<file path="config.mk">
export PLATFORM = sky130hd
export DESIGN_NAME = hazard_aer_serializer
export DESIGN_NICKNAME = d
export VERILOG_FILES = /design/src/rtl/hazard_aer_serializer.sv
export SDC_FILE = /design/constraint.sdc
export NUM_CORES = 1
export LEC_CHECK = 0
export ABC_AREA = 0
export CORE_ASPECT_RATIO = 1.4
export CORE_UTILIZATION = 40
export DETAILED_ROUTE_END_ITERATION = 8
export PLACE_DENSITY = 0.68
export RECOVER_POWER = 25
export SETUP_SLACK_MARGIN = 0.15
export SLEW_MARGIN = 30
export SYNTH_ARGS = -nofsm -noshare
export SYNTH_HDL_FRONTEND = slang
export SYNTH_SLANG_ARGS = --single-unit
</file>
<file path="constraint.sdc">
create_clock -name clk -period 3.5 [get_ports clk]
set_clock_uncertainty 0.1 [all_clocks]
set_input_delay 0.7 -clock clk [delete_from_list [all_inputs] [get_ports clk]]
set_output_delay 0.7 -clock clk [all_outputs]
set_load 0.05 [all_outputs]
</file>
<file path="src/rtl/hazard_aer_serializer.sv">
`default_nettype none
// ============================================================================
// Module   : hazard_aer_serializer
// Brief    : Serializes a 32-cell occupancy frame into ascending address-event
//            spikes with a valid/ready handshake and a frame_done pulse.
//            Define AER_FRAME_ID_EN to add the aer_frame_id output.
// Revision : 1.0 - initial release
// ============================================================================
module hazard_aer_serializer (
    input  logic        clk,
    input  logic        rst,
    input  logic        frame_valid,
    output logic        frame_ready,
    input  logic [15:0] vec1,
    input  logic [15:0] vec2,
    output logic        aer_valid,
    input  logic        aer_ready,
    output logic [4:0]  aer_addr,
    output logic        aer_last,
`ifdef AER_FRAME_ID_EN
    output logic [15:0] aer_frame_id,
`endif
    output logic        frame_done
);

    localparam logic [1:0] c_S_IDLE = 2'd0;
    localparam logic [1:0] c_S_SCAN = 2'd1;
    localparam logic [1:0] c_S_DONE = 2'd2;

    logic [1:0]  r_state;
    logic [31:0] r_mask;
    logic        r_frame_ready;
    logic        r_aer_valid;
    logic [4:0]  r_aer_addr;
    logic        r_aer_last;
    logic        r_frame_done;

    logic [31:0] w_frame;
    logic [31:0] w_mask_clr;
    logic [31:0] w_src;
    logic [4:0]  w_low_idx;
    logic        w_single;
    logic        w_accept;

    assign w_frame    = {vec2, vec1};
    assign w_mask_clr = r_mask & (r_mask - 32'd1);
    assign w_accept   = frame_valid && r_frame_ready;

    // Next presented event is looked up from whichever mask the upcoming cycle
    // will hold, so address/last can be registered one edge ahead.
    assign w_src    = (r_state == c_S_IDLE) ? w_frame : w_mask_clr;
    assign w_single = (w_src != 32'd0) && ((w_src & (w_src - 32'd1)) == 32'd0);

    always_comb begin
        w_low_idx = 5'd0;
        for (int i = 31; i >= 0; i--) begin
            if (w_src[i]) begin
                w_low_idx = 5'(i);
            end
        end
    end

    always_ff @(posedge clk or posedge rst) begin
        if (rst) begin
            r_state       <= c_S_IDLE;
            r_mask        <= 32'd0;
            r_frame_ready <= 1'b1;
            r_aer_valid   <= 1'b0;
            r_aer_addr    <= 5'd0;
            r_aer_last    <= 1'b0;
            r_frame_done  <= 1'b0;
        end else begin
            case (r_state)
                c_S_IDLE: begin
                    if (w_accept) begin
                        r_mask        <= w_frame;
                        r_frame_ready <= 1'b0;
                        if (w_frame != 32'd0) begin
                            r_state     <= c_S_SCAN;
                            r_aer_valid <= 1'b1;
                            r_aer_addr  <= w_low_idx;
                            r_aer_last  <= w_single;
                        end else begin
                            r_state      <= c_S_DONE;
                            r_frame_done <= 1'b1;
                        end
                    end
                end
                c_S_SCAN: begin
                    if (aer_ready) begin
                        r_mask <= w_mask_clr;
                        if (r_aer_last) begin
                            r_state      <= c_S_DONE;
                            r_aer_valid  <= 1'b0;
                            r_aer_last   <= 1'b0;
                            r_aer_addr   <= 5'd0;
                            r_frame_done <= 1'b1;
                        end else begin
                            r_aer_addr <= w_low_idx;
                            r_aer_last <= w_single;
                        end
                    end
                end
                c_S_DONE: begin
                    r_state       <= c_S_IDLE;
                    r_frame_done  <= 1'b0;
                    r_frame_ready <= 1'b1;
                end
                default: begin
                    r_state       <= c_S_IDLE;
                    r_mask        <= 32'd0;
                    r_frame_ready <= 1'b1;
                    r_aer_valid   <= 1'b0;
                    r_aer_last    <= 1'b0;
                    r_frame_done  <= 1'b0;
                end
            endcase
        end
    end

`ifdef AER_FRAME_ID_EN
    logic [15:0] r_frame_cnt;
    logic [15:0] r_frame_id;

    // Every accepted frame, empty ones included, consumes an index.
    always_ff @(posedge clk or posedge rst) begin
        if (rst) begin
            r_frame_cnt <= 16'd0;
            r_frame_id  <= 16'd0;
        end else if (w_accept) begin
            r_frame_cnt <= r_frame_cnt + 16'd1;
            r_frame_id  <= r_frame_cnt;
        end
    end

    assign aer_frame_id = r_frame_id;
`endif

    assign frame_ready = r_frame_ready;
    assign aer_valid   = r_aer_valid;
    assign aer_addr    = r_aer_addr;
    assign aer_last    = r_aer_last;
    assign frame_done  = r_frame_done;

endmodule
`default_nettype wire

</file>
# Word-level counts from Yosys, hierarchy flattened
# Cells that the tools add are included.
[totals] regBits=43 in_bits=36 wordCells=97
[op_classes] n_addsub=2 eq_ne=7 mux=63 bitwise=4 reduce_logical=14
[op_table] cell="2-to-1 mux 5 bit" count=36
[op_table] cell="2-to-1 mux 32 bit" count=3
[op_table] cell="case mux 32 bit (3 select lines)" count=1
[op_table] cell="bitwise AND 32 bit" count=2
[op_table] cell="nonzero test 32 bit" count=2
[op_table] cell="subtractor 32 x 1 -> 32 bit (second input constant)" count=2
[op_table] cell="logical NOT 32 bit" count=1
[op_table] cell="2-to-1 mux 1 bit" count=13
[op_table] cell="AND reduction 4 bit" count=3
[op_table] cell="case mux 5 bit (2 select lines)" count=1
[op_table] cell="2-to-1 mux 2 bit" count=4
[op_table] cell="!= test 2 bit (second input constant)" count=4
[op_table] cell="case mux 1 bit (3 select lines)" count=2
[op_table] cell="AND reduction 3 bit" count=2
[op_table] cell="AND reduction 5 bit" count=1
[op_table] cell="case mux 1 bit (2 select lines)" count=2
[op_table] cell="case mux 2 bit (2 select lines)" count=1
[op_table] cell="equality test 2 x 1 -> 1 bit (second input constant)" count=1
[op_table] cell="equality test 2 bit (second input constant)" count=1
[op_table] cell="logical AND 1 bit" count=2
[op_table] cell="logical NOT 2 bit" count=1
[op_table] cell="!= test 2 x 1 -> 1 bit (second input constant)" count=1
[op_table] cell="NOT 1 bit" count=2
[op_table] cell="AND reduction 2 bit" count=1
[op_table] cell="nonzero test 2 bit" count=1

# Logic depth before layout (Yosys ltp)
[logic_depth] depth_word=38 mapped_depth=14

# Worst setup path before layout
# Ideal clock, no wire load.
[synth_path] kind="register -> register" start="register r_mask[4]" end="register r_aer_last, in the netlist aer_last" setup_ps=92 t_arrival_ps=3355 required_time_ps=3308 path_slack_ps=-47 stages_incl_launch_ff=14 n_path_buf=3 period_less_slack_ps=3547 cell_sequence="dfrtp_1 -> buf_6 -> or4_4 -> buf_6 -> or3_1 -> buf_2 -> or3_1 -> a31o_1 -> or3_4 -> nor2_4 -> a32oi_1 -> nor4_1 -> nand4_1 -> o31ai_2"
[synth_via] elab_chain_len=10
[synth_lines] element="start, declared" line="31" rtl="logic [31:0] r_mask;"
[synth_lines] element="start signal, assigned" line="76" rtl="r_mask <= w_frame;"
[synth_lines] element="start signal, assigned" line="91" rtl="r_mask <= w_mask_clr;"
[synth_lines] element="subtractor 32 x 1 -> 32 bit" line="46" rtl="assign w_mask_clr = r_mask & (r_mask - 32'd1);"
[synth_lines] element="bitwise AND 32 bit *" line="46"
[synth_lines] element="2-to-1 mux 32 bit *" line="51" rtl="assign w_src = (r_state == c_S_IDLE) ? w_frame : w_mask_clr;"
[synth_lines] element="subtractor 32 x 1 -> 32 bit" line="52" rtl="assign w_single = (w_src != 32'd0) && ((w_src & (w_src - 32'd1)) == 32'd0);"
[synth_lines] element="bitwise AND 32 bit" line="52"
[synth_lines] element="logical NOT 32 bit" line="52"
[synth_lines] element="logical AND 1 bit *" line="52"
[synth_lines] element="2-to-1 mux 1 bit (on tied branches)" line="92, 78"
[synth_lines] element="2-to-1 mux 1 bit (on tied branches)" line="90, 75"
[synth_lines] element="case mux 1 bit (3 select lines) *" line="73" rtl="case (r_state)"
[synth_lines] element="end signal, assigned" line="82" rtl="r_aer_last <= w_single;"
[synth_lines] element="end signal, assigned" line="100" rtl="r_aer_last <= w_single;"
[synth_lines] element="end, declared" line="35" rtl="logic r_aer_last;"
# Mark *: on every way between the ends. The rest lies on a longest branch, timed or not. The select of a mux whose other input is x is not followed.
# A chain may end at the register's enable or synchronous reset.

# Worst setup path in the final report
# Same ends and word-level chain as after synthesis.

==> results_dict.tcl <==
set metrics [dict create \
    fmax_mhz 292 \
    drv_cap 0 \
    critPathTopFamily "simple AND/OR/NAND/NOR gates" \
    setup.worst_path.end_class "register" \
    ys_ff_latch 43 \
    layout_common_cells "97 x nand2_1, 81 x o21ai_0, 78 x buf_4" \
    drtAntennaViolNets 0 \
    synth_top_family_by_area "compound AO/OA/AOI/OAI gates" \
    final-max-slew-violation-count 0 \
    powerDensity_nw_per_um2 226 \
    finalSetupViolCount 0 \
    path_cells "or4_4, buf_6, or4_4, a31o_4, nor3_4, nand3_4, or2_1, o32a_1, nor4_2, nand4_1, o31ai_2" \
    synth_compound_area_frac 0.350 \
    status "complete, no violations" \
    worstMarginPinSlew_ns 0.970 \
    cp_slowest_stage_delay_ns 0.58 \
    postLayoutCoreUtil 0.562 \
    leakage_nw 2.28 \
    drtIter0Drc 496 \
    dp.final_hpwl_um 11100 \
    critPathMostFrequentCell "or4_4" \
    h-tree-depth 2 \
    cp-start-kind "register" \
    fp.dieH_um 120 \
    cp.required_ns 3.61 \
    async_reset_ff_frac 1.00 \
    finalCritPeriodShare 0.979 \
    wl_per_cell_um 18.8 \
    syn_area_um2 3990 \
    rsz0062_at_grt "yes" \
    routed_via_density 6.22 \
    start_util 0.418 \
    die_w_um 86.5 \
    slew_headroom 0.347 \
    synth_flop_cell "dfrtp_1" \
    synth_xor_area_frac 0 \
    worst_slack_ns 0.0720 \
    synth_edf_count 0 \
    grt_max_degree 41 \
    synthSimpleGateAreaFrac 0.317 \
    num_rows 42 \
    grt_pass1_vias 4671 \
    dieArea_um2 10400 \
    synth.avg_cell_area_um2 6.91 \
    post-route-min-period_ns 3.43 \
    drt_wl_total_um 15000 \
    crit_arrival_ns 3.54 \
    crit_path_top_delay_cell "or4_4" \
    syn2layout_area_growth_pct 34.6 \
    clk_latency_ns 0.29 \
    ir_drop_uv 161 \
    ys_types 70 \
    post-place-ws_ns -0.0533 \
    crit_buf_inv 1 \
    totalNegativeSetupSlack_ns 0 \
    clkSinkCount 43 \
    first_pass_iters 7 \
    grtUsageTotal 0.298 \
    clkTransAtPathRegs_ns 0.07 \
    cts_tree "yes" \
    muxShareOfSynthArea 0.00251 \
    cts_buffers 5 \
    cp_max_fo 5 \
    antenna_found_initial 0 \
    clockRootBuffer "clkbuf_16" \
    synth_nets 614 \
    clock_path_buffers 2 \
    io_pins 45 \
    diodes 0 \
    overflow 0 \
    synthAdderAreaFrac 0.0100 \
    num_vias 4986 \
    place_congestion 0.989 \
    layout_commonest_cell "nand2_1" \
    drc 0 \
    fp.coreArea_um2 9560 \
    port_buffers 44 \
    hp-class "reg -> reg" \
    drive_gt1_frac 0.194 \
    worstSetupPathType "reg -> reg" \
    report.final.hold_viol_count 0 \
    holdBufCountCts 0 \
    synthCells 578 \
    yosysWarnings 0 \
    finalPower_w 0.00122 \
    grt_pass1_wl_um 24100 \
    seq_area_frac_synth 0.270 \
    final_nets 704 \
]
[final timing paths]
| check | to | slack, ns | from | cells after the start |
|---|---|---|---|---|
| max | aer_last | 0.07 | r_mask[4] | 11 |
| min | frame_done | 0.37 | frame_done | 1 |
| max reg2reg | aer_last | 0.07 | r_mask[4] | 11 |
| min reg2reg | frame_done | 0.37 | frame_done | 1 |
| max in group asynchronous | r_mask[19] | 1.68 | rst | 3 |
| min in group asynchronous | r_mask[20] | 0.85 | rst | 2 |
[repair_timing]
item	in CTS	in global routing
setup buffers	5	4
pin swaps	18	13
resized for setup	12	15
endpoints found under the setup margin	6	6
[logic make-up after synthesis]
family	after synthesis
simple gates	256
compound gates	225
buf+inv	49
flops	43
fa+ha+maj	4
mux	1
[cell type report]
type	count	area [um^2]
well taps	132	165
fillers	955	4190
inverters	8	30.0
clock inverters	2	38.8
flip-flops and latches	43	1080
repair buffers	124	1060
clock buffers	6	139
multi-input cells	486	2870
[synth_stat cells (all sizes together) (8+ instances only)]
master	number	area (um^2)
nand2	97	364
o21ai	94	470
nor2	62	240
a21oi	48	240
dfrtp	42	1050
clkbuf	29	109
nor3	24	130
nor4	19	146
buf	12	65.1
or3	9	61.3
nand3	8	52.6
o31ai	8	65.1
[worst register-to-register path, cell delays in order, from the launching register on]
cell and delay [ns]:
dfrtp_1 0.39, or4_4 0.58, buf_6 0.14, or4_4 0.51
a31o_4 0.28, nor3_4 0.22, nand3_4 0.10, or2_1 0.26
o32a_1 0.30, nor4_2 0.15, nand4_1 0.14, o31ai_2 0.19
[where the power goes]
group | total [W] | switching (W) | internal (W) | leakage [nW]
combinational | 0.000138 | 0.0000753 | 0.0000624 | 1.61
sequential | 0.000497 | 0.0000000000000000000256 | 0.000497 | 0.591
clock | 0.000581 | 0.000222 | 0.000360 | 0.0875
total | 0.00122 | 0.000297 | 0.000919 | 2.28
[layer usage]
layer,up-vias,GRT usage,part of all wire,wire length (um)
met1,2347,0.408,0.42,6290
met4,0,0.143,0.039,590
met3,47,0.0389,0.079,1190
met2,278,0.462,0.46,6970
met5,-,0,0,0
li1,2314,-,-,-
[registers in the layout (all words and copies together) (netlist names)]
register,flops
frame_done,1
r_mask,32
aer_addr,5
r_state,2
aer_last,1
frame_ready,1
aer_valid,1
[stage by stage]
| stage | std cells | hold slack (ns) | area (um^2) |
|---|---|---|---|
| 6_report | 801 | 0.375 | 5370 |
| 5_1_grt | 801 | 0.424 | 5370 |
| 4_1_cts | 797 | 0.379 | 5260 |
| 3_5_place_dp | 784 | 0.365 | 5000 |
| 3_3_place_gp | 784 | 0.359 | 5000 |
| 2_1_floorplan | 578 | 0.388 | 4020 |
No activity file was read; power rests on OpenSTA's default activity.
